===== src/rtl/pipe_ctrl_pkg.sv =====
// Shared state encoding and default sizing for the pipeline stall/flush sequencer.
package pipe_ctrl_pkg;

    typedef enum logic [1:0] {
        ST_IDLE     = 2'd0,
        ST_RUN      = 2'd1,
        ST_MEM_WAIT = 2'd2,
        ST_HALT     = 2'd3
    } state_e;

    localparam int CNT_W_DEF       = 16;
    localparam int TO_W_DEF        = 8;
    localparam int MEM_TIMEOUT_DEF = 200;

endpackage


===== src/rtl/sat_counter.sv =====
// Up-counter that sticks at all-ones; clear has priority over increment.
module sat_counter #(
    parameter int W = 8
) (
    input  logic         clk_i,
    input  logic         rst_i,
    input  logic         inc_i,
    input  logic         clr_i,
    output logic [W-1:0] cnt_o
);

    logic [W-1:0] cnt_d;
    logic [W-1:0] cnt_q;

    always_comb begin
        cnt_d = cnt_q;
        if (clr_i) begin
            cnt_d = '0;
        end else if (inc_i && (cnt_q != {W{1'b1}})) begin
            cnt_d = cnt_q + 1'b1;
        end
    end

    always_ff @(posedge clk_i or negedge rst_i) begin
        if (!rst_i) begin
            cnt_q <= '0;
        end else begin
            cnt_q <= cnt_d;
        end
    end

    assign cnt_o = cnt_q;

endmodule


===== src/rtl/pipeline_stall_ctrl.sv =====
// Central stall/flush sequencer: merges load-use bubbles, branch flushes and
// data-memory miss freezes, owns the memory-wait handshake and miss timeout.
//
// state    | meaning
// IDLE     | pipeline held, waiting for start_i
// RUN      | normal execution, priority mux active
// MEM_WAIT | whole pipeline frozen, backing memory requested
// HALT     | memory timeout fault, left only through reset
module pipeline_stall_ctrl
    import pipe_ctrl_pkg::*;
#(
    parameter int CNT_W       = CNT_W_DEF,
    parameter int TO_W        = TO_W_DEF,
    parameter int MEM_TIMEOUT = MEM_TIMEOUT_DEF
) (
    input  logic             clk_i,
    input  logic             rst_i,
    input  logic             start_i,
    input  logic             load_use_i,
    input  logic             branch_taken_i,
    input  logic             dmiss_i,
    input  logic             mem_ack_i,
    output logic             pc_we_o,
    output logic             ifid_we_o,
    output logic             ifid_flush_o,
    output logic             idex_bubble_o,
    output logic             back_we_o,
    output logic             mem_req_o,
    output logic             mem_err_o,
    output logic [1:0]       state_o,
    output logic [CNT_W-1:0] stall_cnt_o
);

    // Wait count equal to this value marks the last allowed MEM_WAIT cycle.
    localparam logic [TO_W-1:0] WAIT_LAST = TO_W'(MEM_TIMEOUT - 1);

    state_e          state_d, state_q;
    logic            pend_d, pend_q;
    logic            err_d, err_q;
    logic            mem_req_d, mem_req_q;
    logic            wait_inc, wait_clr;
    logic            stall_inc;
    logic [TO_W-1:0] wait_cnt;

    always_comb begin
        state_d       = state_q;
        pend_d        = pend_q;
        err_d         = err_q;
        pc_we_o       = 1'b0;
        ifid_we_o     = 1'b0;
        ifid_flush_o  = 1'b0;
        idex_bubble_o = 1'b0;
        back_we_o     = 1'b0;
        wait_inc      = 1'b0;
        wait_clr      = 1'b0;

        case (state_q)
            ST_IDLE: begin
                if (start_i) begin
                    state_d = ST_RUN;
                end
            end
            ST_RUN: begin
                if (dmiss_i) begin
                    state_d  = ST_MEM_WAIT;
                    wait_clr = 1'b1;
                    if (branch_taken_i && !load_use_i) begin
                        pend_d = 1'b1;
                    end
                end else if (load_use_i) begin
                    // Branch is dropped here; ID re-resolves it next cycle.
                    idex_bubble_o = 1'b1;
                    back_we_o     = 1'b1;
                end else begin
                    pc_we_o   = 1'b1;
                    ifid_we_o = 1'b1;
                    back_we_o = 1'b1;
                    if (branch_taken_i || pend_q) begin
                        ifid_flush_o = 1'b1;
                        pend_d       = 1'b0;
                    end
                end
            end
            ST_MEM_WAIT: begin
                wait_inc = 1'b1;
                if (mem_ack_i) begin
                    state_d  = ST_RUN;
                    wait_clr = 1'b1;
                end else if (wait_cnt == WAIT_LAST) begin
                    state_d = ST_HALT;
                    err_d   = 1'b1;
                end
            end
            ST_HALT: begin
                state_d = ST_HALT;
            end
            default: begin
                state_d = ST_IDLE;
            end
        endcase

        mem_req_d = (state_q == ST_MEM_WAIT) && (state_d == ST_MEM_WAIT);
        stall_inc = ((state_q == ST_RUN) || (state_q == ST_MEM_WAIT)) && !pc_we_o;
    end

    always_ff @(posedge clk_i or negedge rst_i) begin
        if (!rst_i) begin
            state_q   <= ST_IDLE;
            pend_q    <= 1'b0;
            err_q     <= 1'b0;
            mem_req_q <= 1'b0;
        end else begin
            state_q   <= state_d;
            pend_q    <= pend_d;
            err_q     <= err_d;
            mem_req_q <= mem_req_d;
        end
    end

    sat_counter #(.W(TO_W)) u_wait_cnt (
        .clk_i (clk_i),
        .rst_i (rst_i),
        .inc_i (wait_inc),
        .clr_i (wait_clr),
        .cnt_o (wait_cnt)
    );

    sat_counter #(.W(CNT_W)) u_stall_cnt (
        .clk_i (clk_i),
        .rst_i (rst_i),
        .inc_i (stall_inc),
        .clr_i (1'b0),
        .cnt_o (stall_cnt_o)
    );

    assign mem_req_o = mem_req_q;
    assign mem_err_o = err_q;
    assign state_o   = state_q;

endmodule


===== config.mk =====
export PLATFORM = sky130hd
export DESIGN_NAME = pipeline_stall_ctrl
export DESIGN_NICKNAME = d
export VERILOG_FILES = /design/src/rtl/pipe_ctrl_pkg.sv /design/src/rtl/sat_counter.sv /design/src/rtl/pipeline_stall_ctrl.sv
export SDC_FILE = /design/constraint.sdc
export NUM_CORES = 1
export LEC_CHECK = 0
export BUFFER_PORTS_ARGS = -buffer_cell sky130_fd_sc_hd__buf_2
export CORE_AREA = 2 2 60 62
export CTS_CLUSTER_SIZE = 16
export DETAILED_ROUTE_END_ITERATION = 10
export DIE_AREA = 0 0 62 64
export GPL_TIMING_DRIVEN = 0
export PLACE_DENSITY = 0.79
export SETUP_SLACK_MARGIN = 0.02
export SYNTH_ARGS = -nofsm -noshare
export SYNTH_HDL_FRONTEND = slang
export SYNTH_SLANG_ARGS = --single-unit

===== constraint.sdc =====
create_clock -name clk_i -period 1.85 [get_ports clk_i]
set_input_delay 0.0925 -clock clk_i [delete_from_list [all_inputs] [get_ports clk_i]]
set_output_delay 0.0925 -clock clk_i [all_outputs]
set_load 0.02 [all_outputs]

-- After elaboration in Yosys (flattened, before gate mapping)
Cells that the tools add are included.
- register bits after elaboration: 29
- bits of input ports: 7
- output and inout bits: 25
- word-level logic and storage cells: 59
- add/subtract/negate cells: 2
- equal/unequal tests: 9
- muxes and demuxes: 27
- bitwise gates (word level): 1
- reductions and logical operators: 14
- operators with widths (kind ; number):
    $mux W1 ; 19
    $add A16 B1 Y16 const B ; 1
    $mux W8 ; 2
    $ne A16 B16 Y1 const B ; 1
    $add A8 B1 Y8 const B ; 1
    $eq A8 B8 Y1 const B ; 1
    $mux W2 ; 4
    $ne A8 B8 Y1 const B ; 1
    $pmux W2 S4 ; 1
    $eq A2 B2 Y1 const B ; 3
    $logic_and A1 B1 Y1 ; 5
    $ne A2 B1 Y1 const B ; 2
    $reduce_and A4 Y1 ; 1
    $reduce_bool A2 Y1 ; 2
    $reduce_and A3 Y1 ; 1
    $eq A2 B1 Y1 const B ; 1
    $logic_not A1 Y1 ; 2
    $logic_not A2 Y1 ; 1
    $logic_or A1 B1 Y1 ; 2
    $pmux W1 S2 ; 1
    $not A1 Y1 ; 1

-- Depth between registers and ports, before layout
- word-level depth: 6
- mapped depth: 7
- depth with buffers taken out: 6

-- Cells and area by module
Synthesis repeated with hierarchy kept, for this count alone.
- cells, all modules: 187
- area, all modules: 1803.0 sq um
- by module, submodules not included (module ; instances ; cells each ; area each (sq um) ; sequential area each (sq um)):
    sat_counter (u_stall_cnt) ; 1 ; 98 ; 942.2 ; 400.4
    sat_counter (u_wait_cnt) ; 1 ; 49 ; 464.2 ; 200.2
    pipeline_stall_ctrl ; 1 ; 40 ; 396.6 ; 125.1

-- Worst setup path after synthesis
No wires, ideal clock.
- kind: reg2reg
- from: reg state_q[1] (netlist: state_o[1])
- to: reg u_stall_cnt.cnt_q[1] (netlist: u_stall_cnt.cnt_o[1])
- library setup time: 125 ps
- data arrival time: 2039 ps
- data required time: 1725 ps
- path slack: -314 ps
- cell stages (with the launch flop): 7
- buffers on the path: 0
- period minus slack after synthesis: 2164 ps
- path through: dfrtp_1 -> inv_1 -> ha_1 -> nor3b_2 -> nor2_1 -> and2_4 -> mux2_4
- cells in the longest elaborated chain, start to end: 5
- elaborated cells between the ends (all ways): 7
- classes of those cells: eq/ne: 2; mux: 1; reduce/logical: 4
- ends and longest elaborated chain (what ; RTL line ; RTL):
    start: declaration ; pipeline_stall_ctrl.sv:37 ; state_e state_d, state_q;
    start signal: assignment ; pipeline_stall_ctrl.sv:113 ; state_q <= state_d;
    $eq A2 B1 Y1 ; -- ;
    $mux W1 ; -- ;
    named net ifid_we_o ; pipeline_stall_ctrl.sv:24 ; output logic ifid_we_o,
    $logic_not A1 Y1 ; pipeline_stall_ctrl.sv:103 ; stall_inc = ((state_q == ST_RUN) || (state_q == ST_MEM_WAIT)) && !pc_we_o;
    $logic_and A1 B1 Y1 ; pipeline_stall_ctrl.sv:103 ;
    $logic_and A1 B1 Y1 ; sat_counter.sv:19 ; end else if (inc_i && (cnt_q != {W{1'b1}})) begin
    end signal: assignment ; sat_counter.sv:28 ; cnt_q <= cnt_d;
    end: declaration ; sat_counter.sv:13 ; logic [W-1:0] cnt_q;
The timed path passes the listed nets, and every way through them passes these cells.
A chain may end at the register's enable or synchronous reset.

-- Worst setup path after layout
- from: reg u_stall_cnt.cnt_q[1] (netlist: u_stall_cnt.cnt_o[1])
- to: reg u_stall_cnt.cnt_q[1] (netlist: u_stall_cnt.cnt_o[1])
- cells in the longest elaborated chain, start to end: 2
- elaborated cells between the ends (all ways): 3
- classes of those cells: add/sub: 1; eq/ne: 1; reduce/logical: 1
- ends and longest elaborated chain (what):
    branches (longest 2 deep; another with $add A16 B1 Y16)
Several ways; the timed one is not identified.

==> results.cfg <==
[setup_path]
critPathKind = reg -> reg
path_buf_inv = 1
path_cells = ha_4, nand4_1, or4_1, buf_6, and2_4, mux2_4
slowest_stage = or4_1
endpoint_kind = flip-flop
critical-path-max-stage-delay_ns = 0.50
worstSetupStartpointType = flip-flop
required_ns = 2.07
path_max_fanout = 5
critical-path-top-delay-family = simple AND/OR/NAND/NOR gates
crit_arrival_ns = 2.06

[detailed_routing]
drt_wl_total_um = 3740
ant_nets = 0
vias_per_cell = 5.52
wl_per_cell_um = 14.8
drc = 0
vias = 1397
drt_first_pass_iters = 4
drt_first_iter_violations = 79

[timing]
finalMaxSlewViolations = 0
finalSetupTns_ns = 0
hold_violations = 0
rsz0062_at_grt = yes
min_period_ns = 1.84
fmax_ghz = 0.543
min_period_over_period_pct = 99.6
worstMarginPinSlew_ns = 0.656
finClkSkew_ns = 0.00653
setup_viol = 0
relSlewSlack_pct = 56.3

[layout]
multiInputGateArea_sq_um = 885
seqCellArea_sq_um = 732
fin_cells = 253
fillCellCount = 276
nNetsFinal = 219
antenna-diode-count = 0
drive_gt1_share_pct = 39.1
fin_util_pct = 62.6
syn_to_final_growth_pct = 31.9

[synth]
avgSynthCellArea_sq_um = 10.3
netlist_instances = 152
synthDistinctLibCells = 41
syn-num-nets = 165
synth_top_cells_by_count = 29 x dfrtp_1, 12 x nor2_1, 12 x xnor2_1, 9 x nand3_1, 9 x nand4_1
synth.largest_area_cell = dfrtp_1
synth-async-reset-ratio_pct = 100
synth_edf_count = 0
synth.area.top_cells = dfrtp_1 47%, xnor2_1 6.7%, ha_1 4.8%
synth_seq_cells = 29
ys_warn_count = 0
synth_most_common_cell = dfrtp_1
synth_seq_area_share_pct = 46.5
ys_dominant_reg_cell = dfrtp_1
synth_area_sq_um = 1560
synth_top_area_share_pct = 46.5

[global_routing]
grt_usage_pct = 19.9
grt_overflow_total = 0
antenna_found_initial = 0
grt_pass1_vias = 1347
grt_pass1_wl_um = 5820
grt_max_degree = 30

[cts]
clk_pin_slew_worst_paths_ns = 0.08
cts_tree = built
cts_max_path_buffers = 2
htreeDepth = 2
clock_sinks = 29
root_buffer = clkbuf_4
clk_latency_ns = 0.34
tritoncts.num_buffers = 5

[floorplan]
die_width_um = 62
num_rows = 21
start_util_pct = 47.5
dieArea_sq_um = 3970
die_y_um = 64
pin_count = 32
coreArea_sq_um = 3280

[placed_design]
port-buffer-count = 31
hpwl_um = 2480
gp_congestion = 0.824
dp_cells = 229

[min_path]
hp-class = in -> reg

[pwr]
p_per_area_nw_per_um2 = 497
leakagePower_uw = 0.000948
irDropWorstVdd_mv = 0.321

[job]
maxCapViolCount = 0

[status]
status = complete, no violations
-- repair_timing --
action	CTS	global route
hold buffers	1	0
pin swaps	2	5
endpoints found under the setup margin	14	13
setup buffers	5	9
hold endpoints to repair	29	0
gates resized for setup	9	12
gates cloned	0	1
-- power by group --
part,switching (uW),internal (uW)
logic,18.3,6.38
registers,0,633
clock network,212,151
total,231,791
-- layout by cell type (no fill, tap or decap), types with 3 or more instances in the layout --
| master | netlist | routed |
|---|---|---|
| a21oi_1 | 4 | 4 |
| and3_1 | 7 | 7 |
| buf_2 | 2 | 31 |
| buf_4 | 1 | 15 |
| buf_6 | 0 | 3 |
| clkbuf_1 | 0 | 3 |
| clkbuf_4 | 0 | 5 |
| dfrtp_1 | 29 | 24 |
| dfrtp_2 | 0 | 5 |
| ha_1 | 6 | 3 |
| ha_4 | 0 | 3 |
| inv_1 | 5 | 3 |
| nand2_1 | 6 | 6 |
| nand3_1 | 9 | 7 |
| nand3_2 | 1 | 3 |
| nand4_1 | 9 | 9 |
| nor2_1 | 12 | 11 |
| nor3_1 | 6 | 5 |
| o211ai_1 | 3 | 3 |
| o21ai_0 | 4 | 4 |
| xnor2_1 | 12 | 12 |
| xor2_1 | 5 | 5 |
-- per-stage QoR --
stage | worst slack [ns] | hold slack (ns) | cell area (sq um) | total power [uW]
after floorplan | -0.0694 | -0.203 | 1590 | 647
after global placement | -0.0620 | 0.140 | 1810 | 668
after detailed placement | -0.0858 | 0.150 | 1810 | 669
after CTS | -0.00193 | 0.0382 | 1940 | 1030
after global routing | -0.0459 | 0.0619 | 2060 | 1060
final | 0.00731 | 0.0553 | 2060 | 1020
-- flip-flops by register name (all words and copies together), names as in the netlist --
register           cells
state_o                2
u_wait_cnt.cnt_o       8
mem_err_o              1
u_stall_cnt.cnt_o     16
mem_req_o              1
pend_q                 1
-- worst register-to-register path: cells and delay by family, from the launching register on --
family / cells / cell delay, ns
flip-flops: 1 / 0.39
AND/OR/NAND/NOR: 3 / 0.77
multiplexers: 1 / 0.29
adder cells (fa/ha/maj): 1 / 0.15
buffers and inverters: 1 / 0.14
-- routing by layer --
layer / GRT usage [%] / vias up / wire length [um]
met4: 8.24 / 0 / 91
met3: 6.48 / 10 / 199
met1: 21.5 / 686 / 1520
li1: - / 667 / -
met5: 0 / - / 0
met2: 34.2 / 34 / 1930
-- path summary, 6_finish.rpt --
check	to	slack (ns)	start	depth (start not counted)
worst max-delay path	u_stall_cnt.cnt_o[1]$_DFFE_PN0P_	0.007	u_stall_cnt.cnt_o[1]$_DFFE_PN0P_	6
min in group asynchronous	u_stall_cnt.cnt_o[9]$_DFFE_PN0P_	0.31	rst_i	2
worst min register to register	mem_err_o$_DFFE_PN0P_	0.47	mem_err_o$_DFFE_PN0P_	1
max in group asynchronous	state_o[1]$_DFF_PN0_	1.06	rst_i	2
worst max register to register	u_stall_cnt.cnt_o[1]$_DFFE_PN0P_	0.007	u_stall_cnt.cnt_o[1]$_DFFE_PN0P_	6
worst min-delay path	pend_q$_DFFE_PN0P_	0.06	branch_taken_i	3
-- cells by family after synthesis --
group,count (synthesis),share of synthesized area (%)
AND/OR/NAND/NOR,68,25.3
flip-flops,29,46.5
AO/OA/AOI/OAI,21,9.15
XOR/XNOR,17,9.55
buffers and inverters,8,2.33
adder cells (fa/ha/maj),6,4.82
multiplexers,3,2.33
-- final cells by class --
class / instances / area share (%)
inverter: 5 / 1.03
buffer: 3 / 1.46
timing repair buffer: 47 / 13.7
tap: 46 / 2.80
sequential: 29 / 35.6
clock buffer: 8 / 2.37
multi-input combinational: 115 / 43.0
Power figures use the tool's default switching activity.
